### src/rtl/dsp_pipe_pkg.sv
// -----------------------------------------------------------------------------
// dsp_pipe_pkg
// Shared types and helpers for the DSP pipeline delay line.
//   DEF_WIDTH / DEF_LANES / DEF_DEPTH : default lane width, lane count, depth
//   lane_t                            : one lane word at the default width
//   clamp_lat(sel, depth)             : output tap, saturated at depth
// -----------------------------------------------------------------------------
package dsp_pipe_pkg;

    localparam int DEF_WIDTH = 18;
    localparam int DEF_LANES = 2;
    localparam int DEF_DEPTH = 4;

    typedef logic [DEF_WIDTH-1:0] lane_t;

    // Tap selects past the end of the chain saturate to the last stage.
    function automatic int unsigned clamp_lat(input int unsigned sel,
                                              input int unsigned depth);
        return (sel > depth) ? depth : sel;
    endfunction

endpackage

### src/rtl/dsp_pipe_stage.sv
// -----------------------------------------------------------------------------
// dsp_pipe_stage
// One register stage of the delay line: LANES words of WIDTH bits plus a
// shared valid bit.
//   clk, rst      : clock, async active-high reset (clears data and valid)
//   ce            : advance enable
//   flush         : synchronous clear, takes priority over ce
//   d, d_valid    : previous stage (or chain input)
//   q, q_valid    : registered stage contents
// Data of an invalid entry is carried as-is; only flush/rst zero it.
// -----------------------------------------------------------------------------
module dsp_pipe_stage #(
    parameter int WIDTH = 18,
    parameter int LANES = 2
) (
    input  logic                        clk,
    input  logic                        rst,
    input  logic                        ce,
    input  logic                        flush,
    input  logic [LANES-1:0][WIDTH-1:0] d,
    input  logic                        d_valid,
    output logic [LANES-1:0][WIDTH-1:0] q,
    output logic                        q_valid
);

    always_ff @(posedge clk or posedge rst) begin
        if (rst) begin
            q       <= '0;
            q_valid <= 1'b0;
        end else if (flush) begin
            q       <= '0;
            q_valid <= 1'b0;
        end else if (ce) begin
            q       <= d;
            q_valid <= d_valid;
        end
    end

endmodule

### src/rtl/dsp_pipe_delay_line.sv
// -----------------------------------------------------------------------------
// dsp_pipe_delay_line
// Multi-lane delay line with a run-time selectable output tap.
//   clk, rst   : clock, async active-high reset
//   ce         : chain advances only when high
//   flush      : synchronous clear of all stages (wins over ce)
//   lat_sel    : output tap, 0 = combinational bypass, >DEPTH clamps to DEPTH
//   d, d_valid : input lanes (lane i at [i*WIDTH +: WIDTH]) and qualifier
//   q, q_valid : data/valid at the selected tap
//   occ        : valid entries in stages 1..tap (only with DSP_PIPE_OCC_EN)
// Build option: define DSP_PIPE_OCC_EN to add the occ port and its popcount.
// -----------------------------------------------------------------------------
module dsp_pipe_delay_line
    import dsp_pipe_pkg::*;
#(
    parameter int WIDTH = DEF_WIDTH,
    parameter int LANES = DEF_LANES,
    parameter int DEPTH = DEF_DEPTH,
    parameter int LAT_W = $clog2(DEPTH + 1)
) (
    input  logic                   clk,
    input  logic                   rst,
    input  logic                   ce,
    input  logic                   flush,
    input  logic [LAT_W-1:0]       lat_sel,
    input  logic                   d_valid,
    input  logic [LANES*WIDTH-1:0] d,
    output logic [LANES*WIDTH-1:0] q,
    output logic                   q_valid
`ifdef DSP_PIPE_OCC_EN
    ,
    output logic [LAT_W-1:0]       occ
`endif
);

    // Index 0 is the live input, so tap 0 falls out of the same mux as the
    // registered taps and needs no special case.
    logic [LANES-1:0][WIDTH-1:0] data_pipe [DEPTH+1];
    logic [DEPTH:0]              vld_pipe;
    logic [LAT_W-1:0]            tap;

    assign data_pipe[0] = d;
    assign vld_pipe[0]  = d_valid;

    for (genvar k = 1; k <= DEPTH; k++) begin : g_stage
        dsp_pipe_stage #(
            .WIDTH (WIDTH),
            .LANES (LANES)
        ) u_stage (
            .clk     (clk),
            .rst     (rst),
            .ce      (ce),
            .flush   (flush),
            .d       (data_pipe[k-1]),
            .d_valid (vld_pipe[k-1]),
            .q       (data_pipe[k]),
            .q_valid (vld_pipe[k])
        );
    end

    // Tap changes act immediately; stages beyond the tap keep their history.
    assign tap     = LAT_W'(clamp_lat(32'(lat_sel), 32'(DEPTH)));
    assign q       = data_pipe[tap];
    assign q_valid = vld_pipe[tap];

`ifdef DSP_PIPE_OCC_EN
    logic [LAT_W-1:0] occ_cnt;

    always_comb begin
        occ_cnt = '0;
        for (int k = 1; k <= DEPTH; k++) begin
            if (LAT_W'(k) <= tap && vld_pipe[k])
                occ_cnt = occ_cnt + LAT_W'(1);
        end
    end

    assign occ = occ_cnt;
`endif

endmodule

### config.mk
export PLATFORM = sky130hd
export DESIGN_NAME = dsp_pipe_delay_line
export DESIGN_NICKNAME = d
export VERILOG_FILES = /design/src/rtl/dsp_pipe_pkg.sv /design/src/rtl/dsp_pipe_stage.sv /design/src/rtl/dsp_pipe_delay_line.sv
export SDC_FILE = /design/constraint.sdc
export NUM_CORES = 1
export LEC_CHECK = 0
export CAP_MARGIN = 20
export CORE_MARGIN = 2
export CORE_UTILIZATION = 35
export DETAILED_ROUTE_END_ITERATION = 8
export GPL_TIMING_DRIVEN = 0
export SLEW_MARGIN = 15
export SYNTH_ARGS = -nofsm -noshare
export SYNTH_HDL_FRONTEND = slang
export SYNTH_HIERARCHICAL = 1
export SYNTH_SLANG_ARGS = --single-unit
export TNS_END_PERCENT = 5
### constraint.sdc
create_clock -name clk -period 1.2 [get_ports clk]
set_input_delay 0.12 -clock clk [delete_from_list [all_inputs] [get_ports clk]]
set_output_delay 0.12 -clock clk [all_outputs]
set_load 0.1 [all_outputs]
==> impl_metrics.sql, run 1 <==
INSERT INTO impl_metrics (metric_group, metric, value, unit) VALUES
('detailed_routing', 'drt-vias-per-instance', '5.08', ''),
('global_routing', 'grt_pass1_wl', '32.2', 'mm'),
('synth', 'syn-instance-count', '650', ''),
('timing', 'final_max_slew_viol_count', '0', ''),
('die', 'die_width', '151', 'um'),
('synth', 'seq_area_frac_synth', '49.2', '%'),
('worst_setup_path', 'cpMaxStageDelayCell', 'sky130_fd_sc_hd__a222oi_1', ''),
('placed_design', 'port-buffer-count', '78', ''),
('timing', 'slew_headroom', '63.5', '%'),
('global_routing', 'grt_overflow_total', '0', ''),
('outcome', 'status', 'finished with violations', ''),
('worst_setup_path', 'timing_worst_setup_path_type', 'reg2out', ''),
('worst_setup_path', 'slowest_delay', '540', 'ps'),
('timing', 'report.final.setup_viol', '37', ''),
('placed_design', 'dpl.cell_count', '1007', ''),
('pwr', 'netSwitchingFraction', '28.4', '%'),
('timing', 'holdWs', '44.7', 'ps'),
('detailed_routing', 'remaining_drc_errors', '0', ''),
('hold_path', 'worst_hold_path_type', 'in2reg', ''),
('placed_design', 'globalplace.congestion', '0.758', ''),
('pwr', 'cellInternalPower', '9.13', 'mW'),
('detailed_routing', 'wl_per_cell', '19.4', 'um'),
('timing', 'tightestPinTransition', '547', 'ps'),
('synth', 'post_synth_num_cell_types', '15', ''),
('clock_network', 'clock_path_buffers', '2', ''),
('worst_setup_path', 'worst_path_dominant_cell_family', 'compound AO/OA/AOI/OAI gates', ''),
('layout', 'num_antenna_cells', '0', ''),
('worst_setup_path', 'crit_path_end_kind', 'output port', ''),
('timing', 'final_min_period_over_clock_period', '156', '%'),
('worst_setup_path', 'cp_num_buf_inv', '2', ''),
('pwr', 'p_clk_share', '40.4', '%'),
('global_routing', 'grt_usage', '18.9', '%'),
('timing', 'fin_crit', '1870', 'ps'),
('pwr', 'irDropWorstVdd', '1050', 'uV'),
('synth', 'synth-warning-count', '6', ''),
('die', 'initial_core_util', '35.7', '%'),
('worst_setup_path', 'worstSetupStartpointType', 'register', ''),
('global_routing', 'grt_pass1_vias', '5708', ''),
('global_routing', 'grt_start_max_net_pins', '31', ''),
('detailed_routing', 'detail_route.iter0.violations', '452', ''),
('clock_network', 'numCtsBuffers', '17', ''),
('synth', 'post_synth.cell_area_avg', '11.6', 'um^2'),
('timing', 'maximum_clock_frequency', '535', 'MHz'),
('synth', 'ys_ff_latch', '148', ''),
('job', 'max_cap_viol_count', '0', ''),
('clock_network', 'clkLatencyLatePin', '420', 'ps'),
('timing', 'final_critical_path_setup_slack', '-669', 'ps'),
('layout', 'final_standard_cell_utilization_of_the_core', '44.3', '%'),
('layout', 'fillerInstances', '2008', ''),
('timing', 'rsz0062_at_grt', 'true', ''),
('synth', 'syn_std_cell_area', '0.00753', 'mm^2'),
('pwr', 'power.leakage', '4.76', 'nW'),
('synth', 'postSynthNetCount', '694', ''),
('detailed_routing', 'drt-pass1-iter-count', '7', ''),
('global_routing', 'antenna_found_initial', '0', ''),
('layout', 'stdcell_count', '1043', ''),
('outcome', 'violations', 'setup timing', ''),
('worst_setup_path', 'worst_ep_arrival_time', '1750', 'ps'),
('clock_network', 'clock_sinks', '148', ''),
('detailed_routing', 'postRouteAntennaNets', '0', ''),
('die', 'top_level_ports', '81', ''),
('detailed_routing', 'totalWireLength', '20.3', 'mm'),
('layout', 'synthToLayoutAreaGrowth', '23.9', '%'),
('die', 'standard_cell_rows', '53', ''),
('layout', 'finalNetCount', '801', ''),
('placed_design', 'dp_hpwl', '13.7', 'mm'),
('clock_network', 'tritoncts', 'built', ''),
('pwr', 'power_frac_comb', '18.5', '%'),
('worst_setup_path', 'crit_path_max_fanout', '2', ''),
('die', 'die_outline_height', '151', 'um'),
('timing', 'timing_hold_violations_final', '0', ''),
('worst_setup_path', 'critical_path.cell_chain', 'inv_1 -> a222oi_1 -> buf_4', ''),
('clock_network', 'cts.reportedPaths.clkPinSlew', '60', 'ps'),
('detailed_routing', 'vias', '5302', ''),
('clock_network', 'clock_tree.root_cell', 'sky130_fd_sc_hd__clkbuf_16', ''),
('clock_network', 'cts.htree.levels', '4', ''),
('timing', 'fin_skew', '6.38', 'ps'),
('pwr', 'total_switching_power', '3.63', 'mW'),
('die', 'dieArea', '0.0227', 'mm^2'),
('layout', 'post_route_cells_drive_above_1_share', '16.9', '%'),
('die', 'placeableCoreArea', '0.0211', 'mm^2'),
('pwr', 'power_density', '1370', 'mW/mm^2'),
('worst_setup_path', 'worst-endpoint-required', '1080', 'ps'),
('pwr', 'sequentialPowerShare', '41.1', '%');
-- worst reg2reg max path, stage by stage, from the launching register on --
cell and delay, ps:
sky130_fd_sc_hd__dfrtp_1 380, sky130_fd_sc_hd__buf_4 130, sky130_fd_sc_hd__mux2i_1 140, sky130_fd_sc_hd__nor2_1 70
-- metal layers --
metal,up-vias,share of wire (%),global-route usage [%]
li1,2486,-,-
met4,0,1.8,6.59
met2,132,48,30.5
met3,24,3.8,3.61
met5,-,0,0
met1,2660,46,25.4
-- kinds of logic (layout without fill, tap and decap cells) --
group,after synthesis,after routing,synth area share [%]
compound gates,37,37,4.92
mux,222,222,29.5
simple gates,151,151,7.63
flops,148,148,49.2
buf+inv,92,210,8.74
-- what timing repair did --
| action | 4_1_cts | 5_1_grt |
|---|---|---|
| hold buffers | 0 | 0 |
| buffers inserted | 7 | 0 |
| gates resized for setup | 291 | 4 |
| setup endpoints to repair | 37 | 37 |
| pin swaps | 10 | 6 |
| hold endpoints to repair | 0 | 0 |
-- path summary, 6_finish.rpt --
path	startpoint	end	slack, ps	depth (start not counted)
min in group asynchronous	rst	g_stage[2].u_stage/q[5]	90	2
hold / removal	flush	g_stage[4].u_stage/q[27]	40	2
max in group asynchronous	rst	g_stage[3].u_stage/q[27]	530	3
setup / recovery	g_stage[4].u_stage/q[35]	q[35]	-670	3
hold reg to reg	g_stage[4].u_stage/q[3]	g_stage[4].u_stage/q[3]	530	2
setup reg to reg	g_stage[4].u_stage/q_valid	g_stage[4].u_stage/q_valid	360	3
-- state kept, by name (all words and copies together), names as in the netlist --
signal and count:
g_stage.u_stage/q 144, g_stage.u_stage/q_valid 4
-- power groups by stage --
stage | clock (mW) | sequential, mW | combinational (mW)
after floorplan | 0 | 5.30 | 1.69
after global placement | 0 | 5.32 | 2.30
after detailed placement | 0 | 5.33 | 2.36
after CTS | 5.24 | 5.24 | 2.36
after global routing | 5.45 | 5.26 | 2.48
final | 5.15 | 5.24 | 2.36
-- area by class of cell --
type / instances / area (um^2) / area share, %
inverters: 41 / 154 / 1.65
repair buffers: 89 / 838 / 8.98
multi-input cells: 410 / 3190 / 34.2
well taps: 275 / 344 / 3.69
flip-flops and latches: 148 / 3700 / 39.7
clock inverters: 5 / 75.1 / 0.805
clock buffers: 25 / 485 / 5.20
plain buffers: 50 / 544 / 5.83
-- stage by stage --
| stage | area (um^2) | power (mW) | setup WS, ps | TNS, ps |
|---|---|---|---|---|
| floorplan | 7540 | 6.99 | -1910 | -70210 |
| global placement | 8660 | 7.63 | -2060 | -210910 |
| detailed placement | 8750 | 7.69 | -2070 | -70600 |
| CTS | 9310 | 12.8 | -644 | -19390 |
| global route | 9330 | 13.2 | -716 | -21480 |
| finish | 9330 | 12.8 | -669 | -18720 |
-- Yosys cell counts, drive strengths merged --
library cell  instances  area, um^2
mux2i               222        2220
nor2                149         559
dfrtp               148        3700
inv                  41         154
a222oi               37         370
buf                  37         447
clkbuf               14        57.6
nand2b                1        8.76
nor2b                 1        6.26
-- cells in the final DEF (no fill, tap or decap), types with 6 or more instances in the layout --
cell type	n
sky130_fd_sc_hd__clkbuf_2	6
sky130_fd_sc_hd__dfrtp_1	148
sky130_fd_sc_hd__clkbuf_16	17
sky130_fd_sc_hd__buf_2	16
sky130_fd_sc_hd__buf_4	43
sky130_fd_sc_hd__buf_12	19
sky130_fd_sc_hd__clkbuf_8	7
sky130_fd_sc_hd__clkbuf_1	7
sky130_fd_sc_hd__a222oi_1	37
sky130_fd_sc_hd__clkdlybuf4s50_1	38
sky130_fd_sc_hd__inv_1	37
sky130_fd_sc_hd__buf_6	6
sky130_fd_sc_hd__mux2i_1	222
sky130_fd_sc_hd__nor2_1	148
(Power assumes the default switching activity.)
==> inputs of run 2 (changes only) <==
--- a/config.mk
+++ b/config.mk
@@ -6,7 +6,7 @@
 export NUM_CORES = 1
 export LEC_CHECK = 0
 export CAP_MARGIN = 20
-export CORE_MARGIN = 2
+export CORE_MARGIN = 5
 export CORE_UTILIZATION = 35
 export DETAILED_ROUTE_END_ITERATION = 8
 export GPL_TIMING_DRIVEN = 0
==> run 2 against run 1 <==
  * The run still ends with setup timing left
  * Clock skew increased by 1.3 ps
  * Sequential share of layout area decreased by 0.45 points
  * Register-to-register slack improved by 30 ps
  * Largest cell class unchanged
  * Critical endpoint is now q[6]
  * Total power increased by 7.2%
  * First-iteration DRC count increased by 3.5%
  * Die area increased by 8.1%
  * Combinational power about the same
  * Critical path type is now in2out
  * Clock power increased by 18%
  * Largest power group is now the clock network
  * Global-route usage decreased by 1.7 points
  * Worst hold slack got worse by 23 ps
  * Core utilization increased by 0.51 points
==> impl_metrics.sql, run 2 (same netlist as run 1, synthesis figures left out) <==
INSERT INTO impl_metrics (metric_group, metric, value, unit) VALUES
('layout', 'fillerInstances', '1995', ''),
('die', 'initial_core_util', '35.7', '%'),
('timing', 'fin_setup_tns', '-19120', 'ps'),
('clock_network', 'numCtsBuffers', '17', ''),
('detailed_routing', 'drt-pass1-iter-count', '8', ''),
('pwr', 'irDropWorstVdd', '1030', 'uV'),
('die', 'die_outline_height', '157', 'um'),
('worst_setup_path', 'slowest_delay', '410', 'ps'),
('timing', 'rsz0062_at_grt', 'true', ''),
('die', 'dieArea', '0.0245', 'mm^2'),
('clock_network', 'hold_buf_cts', '0', ''),
('placed_design', 'place_worst_setup_slack', '-2100', 'ps'),
('timing', 'report.final.setup_viol', '37', ''),
('clock_network', 'cts.htree.levels', '4', ''),
('die', 'standard_cell_rows', '53', ''),
('die', 'die_width', '157', 'um'),
('placed_design', 'postPlaceCellArea', '0.00874', 'mm^2'),
('timing', 'tightestPinTransition', '479', 'ps'),
('timing', 'fin_crit', '1810', 'ps'),
('global_routing', 'grt_pass1_wl', '32.5', 'mm'),
('timing', 'slew_headroom', '68.0', '%'),
('clock_network', 'clock_path_buffers', '2', ''),
('detailed_routing', 'remaining_drc_errors', '0', ''),
('worst_setup_path', 'worst_ep_arrival_time', '1690', 'ps'),
('timing', 'fin_skew', '7.70', 'ps'),
('layout', 'layout.cells.most_common', 'sky130_fd_sc_hd__mux2i_1', ''),
('placed_design', 'dp_hpwl', '13.7', 'mm'),
('worst_setup_path', 'critical_path.cell_chain', 'clkdlybuf4s15_1 -> buf_6 -> buf_6 -> mux2i_1 -> a222oi_1 -> buf_4', ''),
('layout', 'post_route_cells_drive_above_1_share', '16.7', '%'),
('layout', 'num_antenna_cells', '0', ''),
('layout', 'synthToLayoutAreaGrowth', '25.4', '%'),
('layout', 'layout.cells.most_common_list', 'sky130_fd_sc_hd__mux2i_1 (222), sky130_fd_sc_hd__nor2_1 (148), sky130_fd_sc_hd__dfrtp_1 (148), sky130_fd_sc_hd__clkdlybuf4s50_1 (38)', ''),
('detailed_routing', 'wl_per_cell', '19.6', 'um'),
('detailed_routing', 'totalWireLength', '20.4', 'mm'),
('layout', 'largest_register_ff_count', '144', ''),
('clock_network', 'cts.reportedPaths.clkPinSlew', '60', 'ps'),
('worst_setup_path', 'worst_path_dominant_cell_family', 'buffers and inverters', ''),
('layout', 'area_occupied_by_multi_input_gates', '0.00318', 'mm^2'),
('detailed_routing', 'postRouteAntennaNets', '0', ''),
('timing', 'maximum_clock_frequency', '552', 'MHz'),
('global_routing', 'antenna_found_initial', '0', ''),
('clock_network', 'clkLatencyLatePin', '420', 'ps'),
('die', 'top_level_ports', '81', ''),
('timing', 'final_critical_path_setup_slack', '-610', 'ps'),
('clock_network', 'clock_sinks', '148', ''),
('timing', 'timing_hold_violations_final', '0', ''),
('outcome', 'status', 'finished with violations', ''),
('detailed_routing', 'detail_route.iter0.violations', '468', ''),
('layout', 'stdcell_count', '1040', ''),
('detailed_routing', 'drt-vias-per-instance', '5.11', ''),
('layout', 'reg.largest.list', 'g_stage.u_stage/q (144), g_stage.u_stage/q_valid (4)', ''),
('detailed_routing', 'vias', '5316', ''),
('worst_setup_path', 'worstSetupStartpointType', 'primary input', ''),
('job', 'max_cap_viol_count', '0', ''),
('placed_design', 'globalplace.congestion', '0.784', ''),
('global_routing', 'grt_pass1_vias', '5703', ''),
('global_routing', 'grt_usage', '17.2', '%'),
('timing', 'final_min_period_over_clock_period', '151', '%'),
('worst_setup_path', 'cp_common_cell', 'sky130_fd_sc_hd__buf_6', ''),
('global_routing', 'grt_start_max_net_pins', '30', ''),
('layout', 'final_standard_cell_utilization_of_the_core', '44.8', '%'),
('placed_design', 'port-buffer-count', '78', ''),
('hold_path', 'worst_hold_path_type', 'in2reg', ''),
('layout', 'largest_register', 'g_stage.u_stage/q', ''),
('pwr', 'power.leakage', '4.79', 'nW'),
('layout', 'final_design_area_no_fill', '0.00944', 'mm^2'),
('pwr', 'overall_power_of_the_completed_layout', '13.7', 'mW'),
('die', 'placeableCoreArea', '0.0211', 'mm^2'),
('timing', 'holdWs', '21.8', 'ps'),
('worst_setup_path', 'crit_path_max_fanout', '10', ''),
('worst_setup_path', 'worst-endpoint-required', '1080', 'ps'),
('clock_network', 'clock_tree.root_cell', 'sky130_fd_sc_hd__clkbuf_16', ''),
('worst_setup_path', 'timing_worst_setup_path_type', 'in2out', ''),
('worst_setup_path', 'crit_path_end_kind', 'output port', ''),
('layout', 'finalNetCount', '796', ''),
('outcome', 'violations', 'setup timing', ''),
('timing', 'final_max_slew_viol_count', '0', ''),
('clock_network', 'tritoncts', 'built', ''),
('worst_setup_path', 'cpMaxStageDelayCell', 'sky130_fd_sc_hd__a222oi_1', ''),
('pwr', 'power_density', '1450', 'mW/mm^2'),
('layout', 'sequential_cell_area', '0.00370', 'mm^2'),
('placed_design', 'dpl.cell_count', '1007', ''),
('global_routing', 'grt_overflow_total', '0', ''),
('worst_setup_path', 'cp_num_buf_inv', '4', '');
[run 2: cell count changes in the layout (fill, tap and decap cells not counted), moves of 2 or more]
cell                        change
sky130_fd_sc_hd__buf_4          -9
sky130_fd_sc_hd__bufinv_16      +4
sky130_fd_sc_hd__clkbuf_8       +4
sky130_fd_sc_hd__buf_2          -3
sky130_fd_sc_hd__clkbuf_1       -3
sky130_fd_sc_hd__clkbuf_2       +2
[run 2: power by group]
group	leakage, nW	internal (mW)	total (mW)	switching [mW]
Sequential	2.03	5.13	5.24	0.110
Clock	0.327	4.06	6.06	2.00
Combinational	2.43	0.802	2.37	1.56
Total	4.79	10.0	13.7	3.67
[run 2: final timing paths]
kind	slack, ps	start	end	depth (start not counted)
max	-610	lat_sel[0]	q[6]	6
min	20	flush	g_stage[4].u_stage/q[28]	2
max reg2reg	390	g_stage[1].u_stage/q_valid	g_stage[1].u_stage/q_valid	3
min reg2reg	520	g_stage[4].u_stage/q[31]	g_stage[4].u_stage/q[31]	2
max in group asynchronous	540	rst	g_stage[2].u_stage/q[30]	3
min in group asynchronous	90	rst	g_stage[3].u_stage/q[12]	2
[run 2: cell type report]
class                      count  area share, %
buffer                        51           6.16
clock buffer                  23           5.06
clock inverter                 9           2.09
inverter                      41           1.63
multi-input combinational    410           33.7
sequential                   148           39.2
tap                          275           3.65
timing repair buffer          83           8.48
[run 2: metal layers]
layer,vias up,part of all wire [%],global-route usage [%]
met4,0,1.7,5.29
met1,2644,46,23.0
met5,-,0,0
met3,27,4.8,4.34
li1,2478,-,-
met2,167,48,27.6
[run 2: repair_timing]
action	CTS	global route
resized for setup	295	5
pin swaps	18	8
setup endpoints to repair	37	37
buffers inserted	1	0
==> inputs of run 3 (changes only) <==
--- a/config.mk
+++ b/config.mk
@@ -8,6 +8,7 @@
 export CAP_MARGIN = 20
 export CORE_MARGIN = 5
 export CORE_UTILIZATION = 35
+export CTS_CLUSTER_SIZE = 40
 export DETAILED_ROUTE_END_ITERATION = 8
 export GPL_TIMING_DRIVEN = 0
 export SLEW_MARGIN = 15
==> results of run 3 <==
Final layout, timing and power as in run 2 (identical DEF).
